===== src/rtl/ddc_slv_pkg.sv =====
// Shared definitions for the DDC (I2C) slave controller: FSM states and bus constants.
package ddc_slv_pkg;

   typedef enum logic [2:0] {
      ST_IDLE,
      ST_ADDR,
      ST_AACK,
      ST_WBYTE,
      ST_WACK,
      ST_RBYTE,
      ST_RACK
   } state_t;

   localparam logic       I2C_RW_READ      = 1'b1;
   localparam logic [6:0] DDC_ADDR_DEFAULT = 7'h50;
   localparam logic [2:0] BIT_LAST         = 3'd7;

   function automatic logic state_busy(state_t s);
      return (s == ST_AACK) || (s == ST_WBYTE) || (s == ST_WACK) ||
             (s == ST_RBYTE) || (s == ST_RACK);
   endfunction

endpackage


===== src/rtl/ddc_slv_shift.sv =====
// 8-bit MSB-first shift register with bit counter; shared by receive and transmit paths.
module ddc_slv_shift
   import ddc_slv_pkg::*;
(
   input  logic       ck_ref,
   input  logic       rst_ref,
   input  logic       clr,
   input  logic       load,
   input  logic [7:0] load_val,
   input  logic       shift,
   input  logic       shift_in,
   output logic [7:0] data,
   output logic       last,
   output logic       full
);

   logic [2:0] cnt;

   // full marks eight received bits; last marks the final bit of a transmitted byte
   always_ff @(posedge ck_ref) begin
      if (rst_ref) begin
         data <= '0;
         cnt  <= '0;
         full <= 1'b0;
      end else if (clr) begin
         cnt  <= '0;
         full <= 1'b0;
      end else if (load) begin
         data <= load_val;
         cnt  <= '0;
         full <= 1'b0;
      end else if (shift) begin
         data <= {data[6:0], shift_in};
         cnt  <= cnt + 3'd1;
         if (cnt == BIT_LAST) full <= 1'b1;
      end
   end

   assign last = (cnt == BIT_LAST);

endmodule


===== src/rtl/ddc_slv_ctrl.sv =====
// DDC/I2C register-access slave: address match, pointer write, auto-incrementing reads/writes.
//  state    | meaning
//  ST_IDLE  | not addressed, SCL edges ignored
//  ST_ADDR  | shifting in address + R/W
//  ST_AACK  | driving address ACK
//  ST_WBYTE | shifting in a write byte (pointer or data)
//  ST_WACK  | driving data ACK
//  ST_RBYTE | transmitting a read byte
//  ST_RACK  | waiting for master ACK/NACK
module ddc_slv_ctrl
   import ddc_slv_pkg::*;
#(
   parameter logic [6:0] SLV_ADDR = DDC_ADDR_DEFAULT
) (
   input  logic       ck_ref,
   input  logic       rst_ref,
   input  logic       i2c_spc_start,
   input  logic       i2c_spc_stop,
   input  logic       i2c_spc_scl_state,
   input  logic       i2c_spc_scl_fall,
   input  logic       i2c_spc_sda_state,
   output logic       i2c_slv_sda_oe,
   output logic [7:0] rd_addr,
   input  logic [7:0] rd_data,
   output logic       wr_en,
   output logic [7:0] wr_addr,
   output logic [7:0] wr_data,
   output logic       busy,
   output logic       rd_done
);

   state_t     state, state_nxt;
   logic       sda_oe, sda_oe_nxt;
   logic [7:0] ptr, ptr_nxt;
   logic       first_wr, first_wr_nxt;
   logic       mack, mack_nxt;
   logic       scl_prev, scl_rise;
   logic       sh_clr, sh_load, sh_shift, sh_in, sh_last, sh_full;
   logic [7:0] sh_data;
   logic       wr_en_c, rd_done_c;

   assign scl_rise = i2c_spc_scl_state & ~scl_prev;

   ddc_slv_shift u_shift (
      .ck_ref   (ck_ref),
      .rst_ref  (rst_ref),
      .clr      (sh_clr),
      .load     (sh_load),
      .load_val (rd_data),
      .shift    (sh_shift),
      .shift_in (sh_in),
      .data     (sh_data),
      .last     (sh_last),
      .full     (sh_full)
   );

   always_ff @(posedge ck_ref) begin
      if (rst_ref) begin
         state    <= ST_IDLE;
         sda_oe   <= 1'b0;
         ptr      <= 8'h00;
         first_wr <= 1'b1;
         mack     <= 1'b1;
         scl_prev <= 1'b0;
      end else begin
         state    <= state_nxt;
         sda_oe   <= sda_oe_nxt;
         ptr      <= ptr_nxt;
         first_wr <= first_wr_nxt;
         mack     <= mack_nxt;
         scl_prev <= i2c_spc_scl_state;
      end
   end

   always_comb begin
      state_nxt    = state;
      sda_oe_nxt   = sda_oe;
      ptr_nxt      = ptr;
      first_wr_nxt = first_wr;
      mack_nxt     = mack;
      sh_clr       = 1'b0;
      sh_load      = 1'b0;
      sh_shift     = 1'b0;
      sh_in        = i2c_spc_sda_state;
      wr_en_c      = 1'b0;
      rd_done_c    = 1'b0;
      if (i2c_spc_start) begin
         state_nxt    = ST_ADDR;
         sh_clr       = 1'b1;
         first_wr_nxt = 1'b1;
         sda_oe_nxt   = 1'b0;
      end else if (i2c_spc_stop) begin
         state_nxt  = ST_IDLE;
         sda_oe_nxt = 1'b0;
      end else begin
         case (state)
            ST_IDLE: state_nxt = ST_IDLE;
            ST_ADDR: begin
               if (scl_rise && !sh_full) sh_shift = 1'b1;
               if (i2c_spc_scl_fall && sh_full) begin
                  if (sh_data[7:1] == SLV_ADDR) begin
                     sda_oe_nxt = 1'b1;
                     state_nxt  = ST_AACK;
                  end else begin
                     sda_oe_nxt = 1'b0;
                     state_nxt  = ST_IDLE;
                  end
               end
            end
            ST_AACK: begin
               if (i2c_spc_scl_fall) begin
                  if (sh_data[0] == I2C_RW_READ) begin
                     sh_load    = 1'b1;
                     sda_oe_nxt = ~rd_data[7];
                     state_nxt  = ST_RBYTE;
                  end else begin
                     sh_clr     = 1'b1;
                     sda_oe_nxt = 1'b0;
                     state_nxt  = ST_WBYTE;
                  end
               end
            end
            ST_WBYTE: begin
               if (scl_rise && !sh_full) sh_shift = 1'b1;
               if (i2c_spc_scl_fall && sh_full) begin
                  sda_oe_nxt = 1'b1;
                  state_nxt  = ST_WACK;
                  if (first_wr) begin
                     ptr_nxt      = sh_data;
                     first_wr_nxt = 1'b0;
                  end else begin
                     wr_en_c = 1'b1;
                     ptr_nxt = ptr + 8'd1;
                  end
               end
            end
            ST_WACK: begin
               if (i2c_spc_scl_fall) begin
                  sh_clr     = 1'b1;
                  sda_oe_nxt = 1'b0;
                  state_nxt  = ST_WBYTE;
               end
            end
            ST_RBYTE: begin
               // bit 6 becomes the MSB after this shift, so it is the next bit on the wire
               sh_in = 1'b0;
               if (i2c_spc_scl_fall) begin
                  if (sh_last) begin
                     sh_clr     = 1'b1;
                     sda_oe_nxt = 1'b0;
                     rd_done_c  = 1'b1;
                     ptr_nxt    = ptr + 8'd1;
                     state_nxt  = ST_RACK;
                  end else begin
                     sh_shift   = 1'b1;
                     sda_oe_nxt = ~sh_data[6];
                  end
               end
            end
            ST_RACK: begin
               if (scl_rise) mack_nxt = i2c_spc_sda_state;
               if (i2c_spc_scl_fall) begin
                  if (!mack) begin
                     sh_load    = 1'b1;
                     sda_oe_nxt = ~rd_data[7];
                     state_nxt  = ST_RBYTE;
                  end else begin
                     state_nxt = ST_IDLE;
                  end
               end
            end
            default: state_nxt = ST_IDLE;
         endcase
      end
   end

   assign i2c_slv_sda_oe = sda_oe;
   assign rd_addr        = ptr;
   assign busy           = state_busy(state) & ~rst_ref;
   assign wr_en          = wr_en_c & ~rst_ref;
   assign wr_addr        = wr_en ? ptr : 8'h00;
   assign wr_data        = wr_en ? sh_data : 8'h00;
   assign rd_done        = rd_done_c & ~rst_ref;

endmodule


===== config.mk =====
export PLATFORM = sky130hd
export DESIGN_NAME = ddc_slv_ctrl
export DESIGN_NICKNAME = d
export VERILOG_FILES = /design/src/rtl/ddc_slv_pkg.sv /design/src/rtl/ddc_slv_shift.sv /design/src/rtl/ddc_slv_ctrl.sv
export SDC_FILE = /design/constraint.sdc
export NUM_CORES = 1
export LEC_CHECK = 0
export BUFFER_PORTS_ARGS = -buffer_cell sky130_fd_sc_hd__buf_2
export CORE_MARGIN = 2
export CORE_UTILIZATION = 25
export CTS_BUF_LIST = sky130_fd_sc_hd__clkbuf_2
export CTS_CLUSTER_SIZE = 30
export DETAILED_ROUTE_END_ITERATION = 6
export HOLD_SLACK_MARGIN = 0.1
export PLACE_DENSITY = 0.5
export SLEW_MARGIN = 20
export SYNTH_ARGS = -nofsm -noshare
export SYNTH_HDL_FRONTEND = slang
export SYNTH_HIERARCHICAL = 1
export SYNTH_SLANG_ARGS = --single-unit

===== constraint.sdc =====
create_clock -name ck_ref -period 1.8 [get_ports ck_ref]
set_input_delay 0.18 -clock ck_ref [delete_from_list [all_inputs] [get_ports ck_ref]]
set_output_delay 0.18 -clock ck_ref [all_outputs]
set_load 0.02 [all_outputs]

**After elaboration in Yosys (flattened, before gate mapping)**

Index checks and enable logic that the tools add are counted.

- Register bits after elaboration: 27
- Bits in latches: 0
- Memory bits (writable): 0
- ROM bits: 0
- Bits of input ports: 15
- Output and inout bits: 28
- Logic and storage cells: 133
- Memories: 0

- Add/subtract/negate cells: 2
- Multiply operators: 0
- Div/mod/pow operators: 0
- Order comparisons: 0
- Equal/unequal tests: 23
- Shift-type cells: 0
- Mux-type cells: 65
- Bitwise gates (word level): 11
- Reductions and logical operators: 22

Operators by type and width:

| kind | count |
|---|---|
| $mux W8 | 8 |
| $mux W1 | 41 |
| $ne A4 B4 Y1 const B | 7 |
| $mux W3 | 9 |
| $pmux W3 S6 | 1 |
| $ne A2 B2 Y1 const B | 8 |
| $pmux W8 S2 | 1 |
| $reduce_and A7 Y1 | 2 |
| $eq A3 B3 Y1 const B | 4 |
| $add A8 B1 Y8 const B | 1 |
| $reduce_and A8 Y1 | 1 |
| $eq A7 B7 Y1 const B | 1 |
| $not A1 Y1 | 7 |
| $eq A3 B2 Y1 const B | 2 |
| $pmux W1 S6 | 1 |
| $reduce_and A6 Y1 | 1 |
| $reduce_bool A6 Y1 | 1 |
| $reduce_or A3 Y1 | 2 |
| $and A1 B1 Y1 | 4 |
| $logic_or A1 B1 Y1 | 4 |
| $pmux W1 S2 | 2 |
| $reduce_and A2 Y1 | 2 |
| $reduce_and A4 Y1 | 1 |
| $reduce_bool A2 Y1 | 2 |
| other kinds (8) | 10 |

**Longest topological paths before layout**

- Word-level depth: 9
- Mapped depth: 11
- Depth with buffers taken out: 8

**Hierarchy**

The synthesis kept the hierarchy.

Modules (own cells, without submodules):

| module | instances | cells an instance | area each (µm²) | sequential area each (µm²) |
|---|---|---|---|---|
| ddc_slv_ctrl | 1 | 173 | 1260.0 | 300.3 |
| ddc_slv_shift | 1 | 53 | 599.3 | 240.2 |

**Least setup slack after synthesis**

OpenSTA, ideal clock, no wires.

- Path kind: reg2reg
- Start point: register state[2]
- End point: register u_shift.data[0]
- Setup time: 124 ps
- Arrival time: 1853 ps
- Required time: 1676 ps
- Slack: -177 ps
- Cell stages (with the launch flop): 11
- Buffers on the path: 5
- Period minus slack after synthesis: 1977 ps
- Cell sequence: dfxtp_1 -> clkbuf_1 -> clkbuf_1 -> o21ai_0 -> and3_1 -> buf_6 -> o21ba_1 -> buf_6 -> buf_12 -> nor2_2 -> a211oi_2

- Elaborated cells on any way between the ends: 24
- Those cells by class: 6 x eq/ne; 14 x mux; 1 x bitwise; 3 x reduce/logical

RTL lines:

| element | RTL line | RTL |
|---|---|---|
| start: declaration | ddc_slv_ctrl.sv:32 | `state_t state, state_nxt;` |
| start signal: assignment | ddc_slv_ctrl.sv:66 | `state <= state_nxt;` |
| $eq A3 B3 Y1 / $eq A3 B2 Y1 (equally long branches) | ddc_slv_ctrl.sv:96 | `case (state)` |
| $pmux W1 S2 * | ddc_slv_ctrl.sv:96 |  |
| $mux W1 * | ddc_slv_ctrl.sv:92 | `end else if (i2c_spc_stop) begin` |
| $mux W1 * | ddc_slv_ctrl.sv:87 | `if (i2c_spc_start) begin` |
| named net sh_load | ddc_slv_ctrl.sv:38 | `logic sh_clr, sh_load, sh_shift, sh_in, sh_last, sh_full;` |
| $reduce_bool A2 Y1 (no line) | - |  |
| $reduce_and A2 Y1 (no line) | - |  |
| end signal: assignment | ddc_slv_shift.sv:29 | `data <= load_val;` |
| end signal: assignment | ddc_slv_shift.sv:33 | `data <= {data[6:0], shift_in};` |
| end: declaration | ddc_slv_shift.sv:12 | `output logic [7:0] data,` |

The timed path passes the listed nets; every way through them passes the cells marked *. The select of a mux whose other input is x is not followed.
A chain may end at the register's enable or synchronous reset.

**Worst setup path after layout**

- Start point: register state[1]
- End point: output port wr_data[5]

- Longest elaborated chain between the ends: 6

Ends and longest elaborated chain:

| element | RTL line | RTL |
|---|---|---|
| $eq A3 B2 Y1 | ddc_slv_ctrl.sv:96 |  |
| $mux W1 | ddc_slv_ctrl.sv:96 |  |
| $mux W1 | ddc_slv_ctrl.sv:92 |  |
| $mux W1 | ddc_slv_ctrl.sv:87 |  |
| $and A1 B1 Y1 | ddc_slv_ctrl.sv:180 | `assign wr_en = wr_en_c & ~rst_ref;` |
| $mux W8 | ddc_slv_ctrl.sv:182 | `assign wr_data = wr_en ? sh_data : 8'h00;` |
| end: declaration | ddc_slv_ctrl.sv:27 | `output logic [7:0] wr_data,` |

Every way passes these cells.

==> summary.txt <==
Status
  • Status: complete, but fails checks
  • Violated checks: setup timing

Timing
  • Final period util: 1.14
  • RSZ-0062 raised after global routing: true
  • Setup TNS: -4.64 ns
  • Final WS setup: -0.256 ns
  • Slew headroom: 0.738
  • Fmax: 0.486 GHz
  • Slew @ Worst Pin: 0.383 ns
  • Fin. max-slew vios: 0
  • Minimum clock period: 2.06 ns
  • Skew final: 0.00393 ns
  • Setup-failing EPs final: 32
  • Hold Worst Slack: 0.123 ns
  • Final hold violation count: 0

Clock network
  • Clk buf depth: 2
  • Clk sink count: 27
  • TritonCTS clock tree: done
  • TritonCTS Buffers: 3
  • CTS root buf: clkbuf_2
  • Clock Latency Late Sink: 0.39 ns
  • Htree depth: 1
  • Worst-path clk slew: 0.30 ns

Synthesis
  • Area leader, netlist: dfxtp_1
  • Synth top area share: 0.291
  • Top-count cell post-synth: dfxtp_1
  • Area contributors post-synth: dfxtp_1 (29%), mux2i_1 (6.5%), and2_1 (6.1%), a211oi_2 (5.4%), a21oi_1 (4.8%)
  • Syn Nets: 244
  • Mapped cell area: 1860 um^2
  • Synthesis Warnings: 6
  • Top post-synthesis cells by count: dfxtp_1 (27), a21oi_1 (18), and2_1 (18), nor2_1 (17), mux2i_1 (12)
  • Mux contribution to synthesized area: 0.0646
  • Primary FF master, synth: dfxtp_1
  • Ys async rst share: 0
  • Seq cells post-synth: 27
  • Post-synth EDFFs: 0
  • Synthesized area per cell: 8.23 um^2
  • Xor/xnor share of the synthesized area: 0.00471
  • Register area share after synthesis: 0.291
  • Fraction of the mapped netlist area in adder cells: 0.0202
  • Largest family of logic cells by synthesized area: simple AND/OR/NAND/NOR gates
  • Post-synthesis compound-gate area fraction: 0.272
  • Unique masters post-synth: 56
  • Synthesized instance count: 226
  • Post-synthesis simple-gate area fraction: 0.279

Run
  • Maxcap violations: 0

Route
  • Remaining antenna violation count: 0
  • Vias/cell: 4.94
  • Drt pass-1 iters: 4
  • Wire per inst: 15.2 um
  • First-iteration detailed-routing DRC count: 194
  • WL final: 6290 um
  • Drt drc: 0
  • Vias: 2049

Setup path
  • CP arrival: 1.88 ns
  • Data required, critical path: 1.62 ns
  • Worst setup path endpoint: wr_data[5]
  • Startpoint Class: register
  • Crit. End Element: primary output
  • Critical Path Fanout Max: 5
  • RR Endpoint: u_shift/cnt[2]$_SDFFE_PP0P_
  • Worst Reg-to-Reg Cells: 10
  • Worst Path Class, Setup: reg2out
  • Flop2flop setup slack: -0.08 ns
  • Critical path launch point: state[1]$_SDFFE_PP0P_
  • R2R Path Start: state[2]$_SDFFE_PP0P_

GRT
  • GR Overflow Total: 0
  • Gr usage total: 0.150
  • Largest net degree at the start of global routing: 16
  • Initial antenna violation count: 0
  • Global-route wire length before repair: 10100 um
  • Vias in the first global route: 1958

Final layout
  • Layout Nets: 335
  • Fill cells: 747
  • Layout cell share with drive strength beyond 1: 0.503
  • Number of diodes: 0
  • Finished Core Util: 0.413
  • Area grow syn2layout: 60.4%
  • Post-route cell area: 2980 um^2

Place
  • Final GP Congestion: 0.875
  • Hpwl dp: 4300 um
  • Port bufs: 42
  • Placed inst area: 2410 um^2

Power
  • PD cells: 333 nW/um^2
  • Peak VDD IR: 0.194 mV
  • Pleak: 0.00121 uW

Floorplan
  • I/O pin count: 43
  • # rows: 31
  • Die Wd: 90.2 um
  • Die area: 8140 um^2
  • Starting Density: 0.258
  • Core region area: 7210 um^2
  • Die Y: 90.2 um

Min path
  • Worst hold path type: in2reg
[final cells by class]
cell class	instances	area (um^2)	area share
timing repair buffer	103	870	0.292
clock inverter	1	5.00	0.00168
tap	99	124	0.0415
clock buffer	3	15.0	0.00503
sequential	27	553	0.185
inverter	8	30.0	0.0101
multi-input combinational	174	1390	0.465
[kinds of logic (layout without fill, tap and decap cells)]
family / Yosys count / in the layout
compound gates: 67 / 67
xor+xnor: 1 / 1
fa+ha+maj: 3 / 3
buf+inv: 25 / 115
flops: 27 / 27
mux: 12 / 12
simple gates: 91 / 91
[state kept, by name, summed over array words and instances, names as in the netlist]
name,cells
first_wr,1
scl_prev,1
u_shift/full,1
i2c_slv_sda_oe,1
u_shift/data,8
mack,1
rd_addr,8
state,3
u_shift/cnt,3
[placed cells by master (no fill, tap or decap), types with 9 or more instances in the layout]
cell	n
buf_2	23
dfxtp_1	21
buf_6	27
a21oi_1	17
nor2_1	12
buf_4	44
mux2i_1	12
a211oi_2	9
and2_4	16
[power by group]
group	internal [uW]	switching, uW
Sequential	603	7.10
Clock	50.4	214
Combinational	55.0	63.4
Total	708	284
[what timing repair did]
item,in CTS,in global routing
hold buffers,6,0
gates cloned,2,1
setup endpoints to repair,35,35
pin swaps,7,12
setup buffers,12,3
gates resized for setup,74,35
endpoints found under the hold margin,5,0
[worst min-delay path by stage]
stage | to | startpoint | depth (start not counted)
floorplan | scl_prev$_SDFF_PP0_ | i2c_spc_scl_state | 1
global placement | scl_prev$_SDFF_PP0_ | i2c_spc_scl_state | 2
detailed placement | first_wr$_SDFFE_PP1P_ | i2c_spc_start | 2
CTS | u_shift/data[2]$_SDFFE_PP0P_ | rd_data[2] | 3
global route | u_shift/data[4]$_SDFFE_PP0P_ | rd_data[4] | 3
finish | u_shift/data[6]$_SDFFE_PP0P_ | rd_data[6] | 3
[stage by stage]
stage	cells	setup WS [ns]	power [uW]
after floorplan	226	0.00875	673
after global placement	387	-0.0571	719
after detailed placement	387	-0.0997	718
after CTS	411	-0.267	1000
after global routing	415	-0.367	1030
final	415	-0.256	993
[worst max-delay path, stage by stage, from the launching register on]
cell	delay (ns)
dfxtp_4	0.42
nor2b_4	0.13
nand4_1	0.19
nor4_4	0.20
buf_4	0.17
buf_6	0.12
and2_4	0.14
buf_6	0.11
[metal layers]
layer  routed length, um  vias up  GRT usage
met4                  84        0     0.0449
li1                    -     1006          -
met3                 296        8     0.0151
met1                2980      971      0.212
met5                   0        -          0
met2                2940       64      0.241
Note: power is estimated with default switching activity, not from simulation.
